$ cat src/rtl/fwd_hazard_unit.sv
// fwd_hazard_unit: forwarding and load-use hazard unit for a 5-stage pipeline.
// The unit keeps its own EX/MEM/WB destination-register tracking and produces
// per-read-port forwarding selects for the EX instruction. It also raises a
// one-cycle IF/ID stall for load-use pairs.
// Optional build macro: HAZ_STATS_EN adds a saturating stall-cycle counter on
// stall_cnt. Without it, stall_cnt is tied to zero.
module fwd_hazard_unit #(
    parameter int AW       = 5,
    parameter int NRP      = 2,
    parameter int ZERO_REG = 1
) (
    input  logic              clk,
    input  logic              rst,
    input  logic              id_valid,
    input  logic [NRP*AW-1:0] id_rs,
    input  logic [NRP-1:0]    id_rs_used,
    input  logic [AW-1:0]     id_rd,
    input  logic              id_wen,
    input  logic              id_is_load,
    input  logic              flush,
    output logic              stall,
    output logic [2*NRP-1:0]  fwd_sel,
    output logic [AW-1:0]     mem_rd,
    output logic [AW-1:0]     wb_rd,
    output logic              wb_wen,
    output logic [31:0]       stall_cnt
);

    localparam logic [AW-1:0] ZERO_ADDR = {AW{1'b0}};

    // EX stage tracking
    logic              ex_valid;
    logic [AW-1:0]     ex_rd;
    logic              ex_wen;
    logic              ex_is_load;
    logic [NRP*AW-1:0] ex_rs;
    logic [NRP-1:0]    ex_rs_used;

    // MEM stage tracking
    logic              mem_valid;
    logic [AW-1:0]     mem_rd_q;
    logic              mem_wen;
    logic              mem_is_load;

    // WB stage tracking
    logic              wb_valid;
    logic [AW-1:0]     wb_rd_q;
    logic              wb_wen_q;
    logic              wb_is_load;

    logic              ex_load;

    // A source address matches a stage only if that stage holds a real
    // instruction that writes the address. When ZERO_REG is set, address 0 is
    // hardwired and never matches.
    function automatic logic reg_match(
        input logic [AW-1:0] addr,
        input logic          stg_valid,
        input logic          stg_wen,
        input logic [AW-1:0] stg_rd
    );
        logic zero_blocked;
        zero_blocked = (ZERO_REG != 0) && (addr == ZERO_ADDR);
        return stg_valid && stg_wen && (addr == stg_rd) && !zero_blocked;
    endfunction

    // Load-use detection: ID reads a register that a load in EX will produce
    always_comb begin
        logic hazard;
        hazard = 1'b0;
        for (int p = 0; p < NRP; p++) begin
            if (id_rs_used[p] && reg_match(id_rs[p*AW +: AW], ex_valid, ex_wen, ex_rd)) begin
                hazard = 1'b1;
            end else begin
                hazard = hazard;
            end
        end
        if (id_valid && !flush && ex_is_load && hazard) begin
            stall = 1'b1;
        end else begin
            stall = 1'b0;
        end
    end

    // Forwarding selects per EX read port; MEM holds the newer value and wins
    always_comb begin
        fwd_sel = {(2*NRP){1'b0}};
        for (int p = 0; p < NRP; p++) begin
            if (!ex_rs_used[p]) begin
                fwd_sel[2*p +: 2] = 2'b00;
            end else if (reg_match(ex_rs[p*AW +: AW], mem_valid, mem_wen, mem_rd_q)) begin
                fwd_sel[2*p +: 2] = 2'b10;
            end else if (reg_match(ex_rs[p*AW +: AW], wb_valid, wb_wen_q, wb_rd_q)) begin
                fwd_sel[2*p +: 2] = 2'b01;
            end else begin
                fwd_sel[2*p +: 2] = 2'b00;
            end
        end
    end

    assign ex_load = id_valid && !stall && !flush;

    // Stage advance: back end always moves; EX takes ID or a bubble
    always_ff @(posedge clk or posedge rst) begin
        if (rst) begin
            ex_valid    <= 1'b0;
            ex_rd       <= ZERO_ADDR;
            ex_wen      <= 1'b0;
            ex_is_load  <= 1'b0;
            ex_rs       <= {(NRP*AW){1'b0}};
            ex_rs_used  <= {NRP{1'b0}};
            mem_valid   <= 1'b0;
            mem_rd_q    <= ZERO_ADDR;
            mem_wen     <= 1'b0;
            mem_is_load <= 1'b0;
            wb_valid    <= 1'b0;
            wb_rd_q     <= ZERO_ADDR;
            wb_wen_q    <= 1'b0;
            wb_is_load  <= 1'b0;
        end else begin
            wb_valid    <= mem_valid;
            wb_rd_q     <= mem_rd_q;
            wb_wen_q    <= mem_wen;
            wb_is_load  <= mem_is_load;
            mem_valid   <= ex_valid;
            mem_rd_q    <= ex_rd;
            mem_wen     <= ex_wen;
            mem_is_load <= ex_is_load;
            if (ex_load) begin
                ex_valid   <= 1'b1;
                ex_rd      <= id_rd;
                ex_wen     <= id_wen;
                ex_is_load <= id_is_load;
                ex_rs      <= id_rs;
                ex_rs_used <= id_rs_used;
            end else begin
                ex_valid   <= 1'b0;
                ex_rd      <= ZERO_ADDR;
                ex_wen     <= 1'b0;
                ex_is_load <= 1'b0;
                ex_rs      <= {(NRP*AW){1'b0}};
                ex_rs_used <= {NRP{1'b0}};
            end
        end
    end

    assign mem_rd = mem_rd_q;
    assign wb_rd  = wb_rd_q;
    assign wb_wen = wb_wen_q;

`ifdef HAZ_STATS_EN
    logic [31:0] stall_cnt_q;

    // Saturating count of cycles spent stalled
    always_ff @(posedge clk or posedge rst) begin
        if (rst) begin
            stall_cnt_q <= 32'd0;
        end else if (stall && (stall_cnt_q != 32'hFFFF_FFFF)) begin
            stall_cnt_q <= stall_cnt_q + 32'd1;
        end else begin
            stall_cnt_q <= stall_cnt_q;
        end
    end

    assign stall_cnt = stall_cnt_q;
`else
    assign stall_cnt = 32'd0;
`endif

endmodule

$ cat config.mk
export PLATFORM = sky130hd
export DESIGN_NAME = fwd_hazard_unit
export DESIGN_NICKNAME = d
export VERILOG_FILES = /design/src/rtl/fwd_hazard_unit.sv
export SDC_FILE = /design/constraint.sdc
export NUM_CORES = 1
export LEC_CHECK = 0
export CORE_ASPECT_RATIO = 1.75
export CORE_MARGIN = 3
export CORE_UTILIZATION = 43
export CTS_CLUSTER_DIAMETER = 200
export CTS_CLUSTER_SIZE = 30
export DETAILED_ROUTE_END_ITERATION = 8
export PLACE_DENSITY = 0.82
export SLEW_MARGIN = 20
export SYNTH_ARGS = -nofsm -noshare
export SYNTH_HDL_FRONTEND = slang
export SYNTH_SLANG_ARGS = --single-unit
$ cat constraint.sdc
create_clock -name clk -period 2.7 [get_ports clk]
set_input_delay 0.81 -clock clk [delete_from_list [all_inputs] [get_ports clk]]
set_output_delay 0.81 -clock clk [all_outputs]
set_load 0.005 [all_outputs]
==> results.md <==
- FP Rows: 30
- Reg area: between 800 and 900 sq um
- Largest net degree at the start of global routing: 35
- Status: completed
- PwrDens: 457.9 nW/um^2
- Final Wtd Congestion: 0.8769
- # nets final: roughly 260
- CP required: around 1.9 ns
- Die H: ~90 microns
- Unrepaired setup endpoints after global routing: yes
- Root Buffer: clkbuf_8
- Gr ovfl total: 0
- Sequential area share after synthesis: 48.54%
- Vias per cell: slightly below 5
- Worst Setup End Kind: output pin
- Post-Syn Area: approximately 1800 sq um
- Final WL: 3927 microns
- CTS tree: done
- Buffer and inverter count on the worst path: 2
- WHS: 0.3713 ns
- Placed cells: 267
- Num CTS Buffers: 5
- H-tree depth: 2
- Multi-input gate area: about 930 sq um
- Die width: roughly 54 microns
- Port buffer count: 38
- Unique cell type count in the Yosys netlist: 21
- Drt initial violations: 32
- DR DRC count: 0
- Antenna viol nets, final: 0
- Slowest CP cell: a2111oi_4
- Fin. max-slew vios: 0
- First-pass GRT wire length: slightly above 6000 microns
- Longest Clk Path Bufs: 2
- Post-Syn Instances: between 150 and 200
- Part of the cycle the worst path needs: around 100%
- Non-Filler Instances: roughly 280
- Top Family by Delay on Critical Path: compound AO/OA/AOI/OAI gates
- Setup violators final: 0
- Data arrival, critical path: between 1.5 and 2 ns
- Total power: roughly 1100 uW
- Commonest non-fill, non-tap cell in the layout: dfrtp_1
- Fmax: 372.1 MHz
- Max Cap Viol: 0
- Post-synthesis register bit count: 34
- Die area: 4909 sq um
- Fillers: between 300 and 400
- HPWL Detailed: 2756 microns
- Initial core utilization: approximately 45%
- Synth Flop Type: dfrtp_1
- Ys async rst share: between 90% and 100%
- Skew-Pair Late Insertion Delay: ~0.29 ns
- Slowest stage delay, CP: around 0.36 ns
- Post-layout min period: approximately 2.7 ns
- Vias in the first global route: roughly 1300
- Layout area overhead: 40.61%
- Worst-path fanout max: 3
- Total number of vias: roughly 1400
- Hold Fails Final Rpt: 0
- Initial antenna violation count: 0
- Worst hold path class: flop to flop
- Drt pass-1 iters: 5
- Reg clk slew, reported paths: about 0.07 ns
- N_diodes: 0
- Peak supply drop: 500.2 uV
- Setup CP Type: input port to output pin
- Post-Route Skew: roughly 0.0038 ns
- Util after Layout: 63.14%
- GRT Util Overall: 17.38%
- Leading cell types in the layout, fill and taps excluded: dfrtp_1, conb_1, xnor2_1, buf_4
- # IOs: 71
- CTS sink cnt: 34
- Syn Area/Cell: approximately 10 sq um
- Yosys warning count: 0
- Post-synth EDFFs: 0
- Worst path cell trace: buf_12 > xnor2_4 > o2111ai_4 > a2111oi_4 > o21a_1 > buf_2
- Leakage: roughly 0.0011 uW
- Routed wire per std cell: 13.93 microns
- CORE AREA: ~3900 sq um
- Startpoint types: input port
- Share of cells above drive strength 1: 24.79%
==> state kept, by name (all words and copies together), names as in the netlist, 2 cells and up <==
name / count
ex_rs: 10
ex_rd: 5
ex_rs_used: 2
wb_rd: 5
mem_rd: 5
==> where the power goes <==
| group | leakage, uW | internal [uW] | total, uW | switching [uW] |
|---|---|---|---|---|
| clock network | 0.0000482 | 205 | 384 | 179 |
| logic | 0.000620 | 105 | 193 | 88.1 |
| registers | 0.000456 | 529 | 552 | 22.3 |
| total | 0.00112 | 840 | 1130 | 289 |
==> stage by stage <==
stage | setup slack, ns | area (sq um) | TNS [ns]
after floorplan | 0.2592 | 1869 | 0
after detailed placement | -0.8643 | 2180 | -0.8689
after CTS | -0.2068 | 2382 | -0.2248
after global routing | -0.07369 | 2465 | -0.08398
after global placement | -0.8158 | 2180 | -0.8158
final | 0.01286 | 2465 | 0
==> layout make-up <==
type / instances / area share (%)
Inverter: 4 / 0.6091
Tap cell: 48 / 2.437
Sequential cell: 34 / 34.52
Timing Repair Buffer: 60 / 20.91
Clock buffer: 7 / 3.503
Clock inverter: 1 / 0.2030
Multi-Input combinational cell: 128 / 37.82
==> Yosys cell counts, types with 2 or more instances <==
cell type | count | area, sq um
dfrtp_1 | 34 | 850.8
buf_4 | 32 | 240.2
xnor2_1 | 28 | 245.2
nand2_1 | 21 | 78.83
nor3_1 | 21 | 105.1
nand4_1 | 6 | 37.54
buf_2 | 4 | 20.02
inv_1 | 4 | 15.01
nand3_1 | 3 | 15.01
a2111oi_2 | 2 | 30.03
and2_1 | 2 | 12.51
clkbuf_1 | 2 | 7.510
nor2_1 | 2 | 7.510
nor4_1 | 2 | 12.51
o2111ai_1 | 2 | 17.52
o41ai_1 | 2 | 17.52
or4_1 | 2 | 15.01
==> routing by layer <==
layer	GRT usage, %	up-vias	wire (microns)
met2	28.60	74	2126
li1	-	635	-
met3	4.132	15	288
met5	0	-	0
met4	8.940	0	148
met1	19.78	650	1363
==> timing repair <==
action,in CTS,in global routing
hold buffers,0,0
endpoints found under the setup margin,5,3
cloned,0,0
pin swaps,10,16
buffers inserted,5,2
resized for setup,42,46
==> path summary, 6_finish.rpt <==
| path | from | depth (start not counted) | endpoint | slack (ns) |
|---|---|---|---|---|
| min in group asynchronous | rst | 3 | mem_wen$_DFF_PP0_ | 0.90 |
| max in group asynchronous | rst | 3 | ex_rd[2]$_DFF_PP0_ | 1.51 |
| hold reg to reg | ex_valid$_DFF_PP0_ | 0 | mem_valid$_DFF_PP0_ | 0.37 |
| hold / removal | ex_valid$_DFF_PP0_ | 0 | mem_valid$_DFF_PP0_ | 0.37 |
| setup reg to reg | ex_rd[4]$_DFF_PP0_ | 7 | ex_rs[5]$_DFF_PP0_ | 0.78 |
| setup / recovery | id_rs[0] | 6 | stall | 0.01 |
==> worst register-to-register path, cell delays in order, from the launching register on <==
cell	delay [ns]
dfrtp_1	0.47
inv_1	0.22
o41ai_4	0.14
a2111oi_4	0.38
buf_4	0.16
buf_4	0.09
buf_4	0.23
nor3_1	0.10
==> cell families (layout without fill, tap and decap cells) <==
| group | count (synthesis) | in the layout | share of synthesized area [%] |
|---|---|---|---|
| other | 1 | 32 | 0.2139 |
| xor gates and xnor gates | 28 | 28 | 13.99 |
| AOI/OAI and AO/OA | 7 | 7 | 4.140 |
| and+or+nand+nor | 61 | 61 | 16.99 |
| DFF | 34 | 34 | 48.54 |
| buffers and inverters | 42 | 72 | 16.13 |
Note: power is estimated with default switching activity, not from simulation.
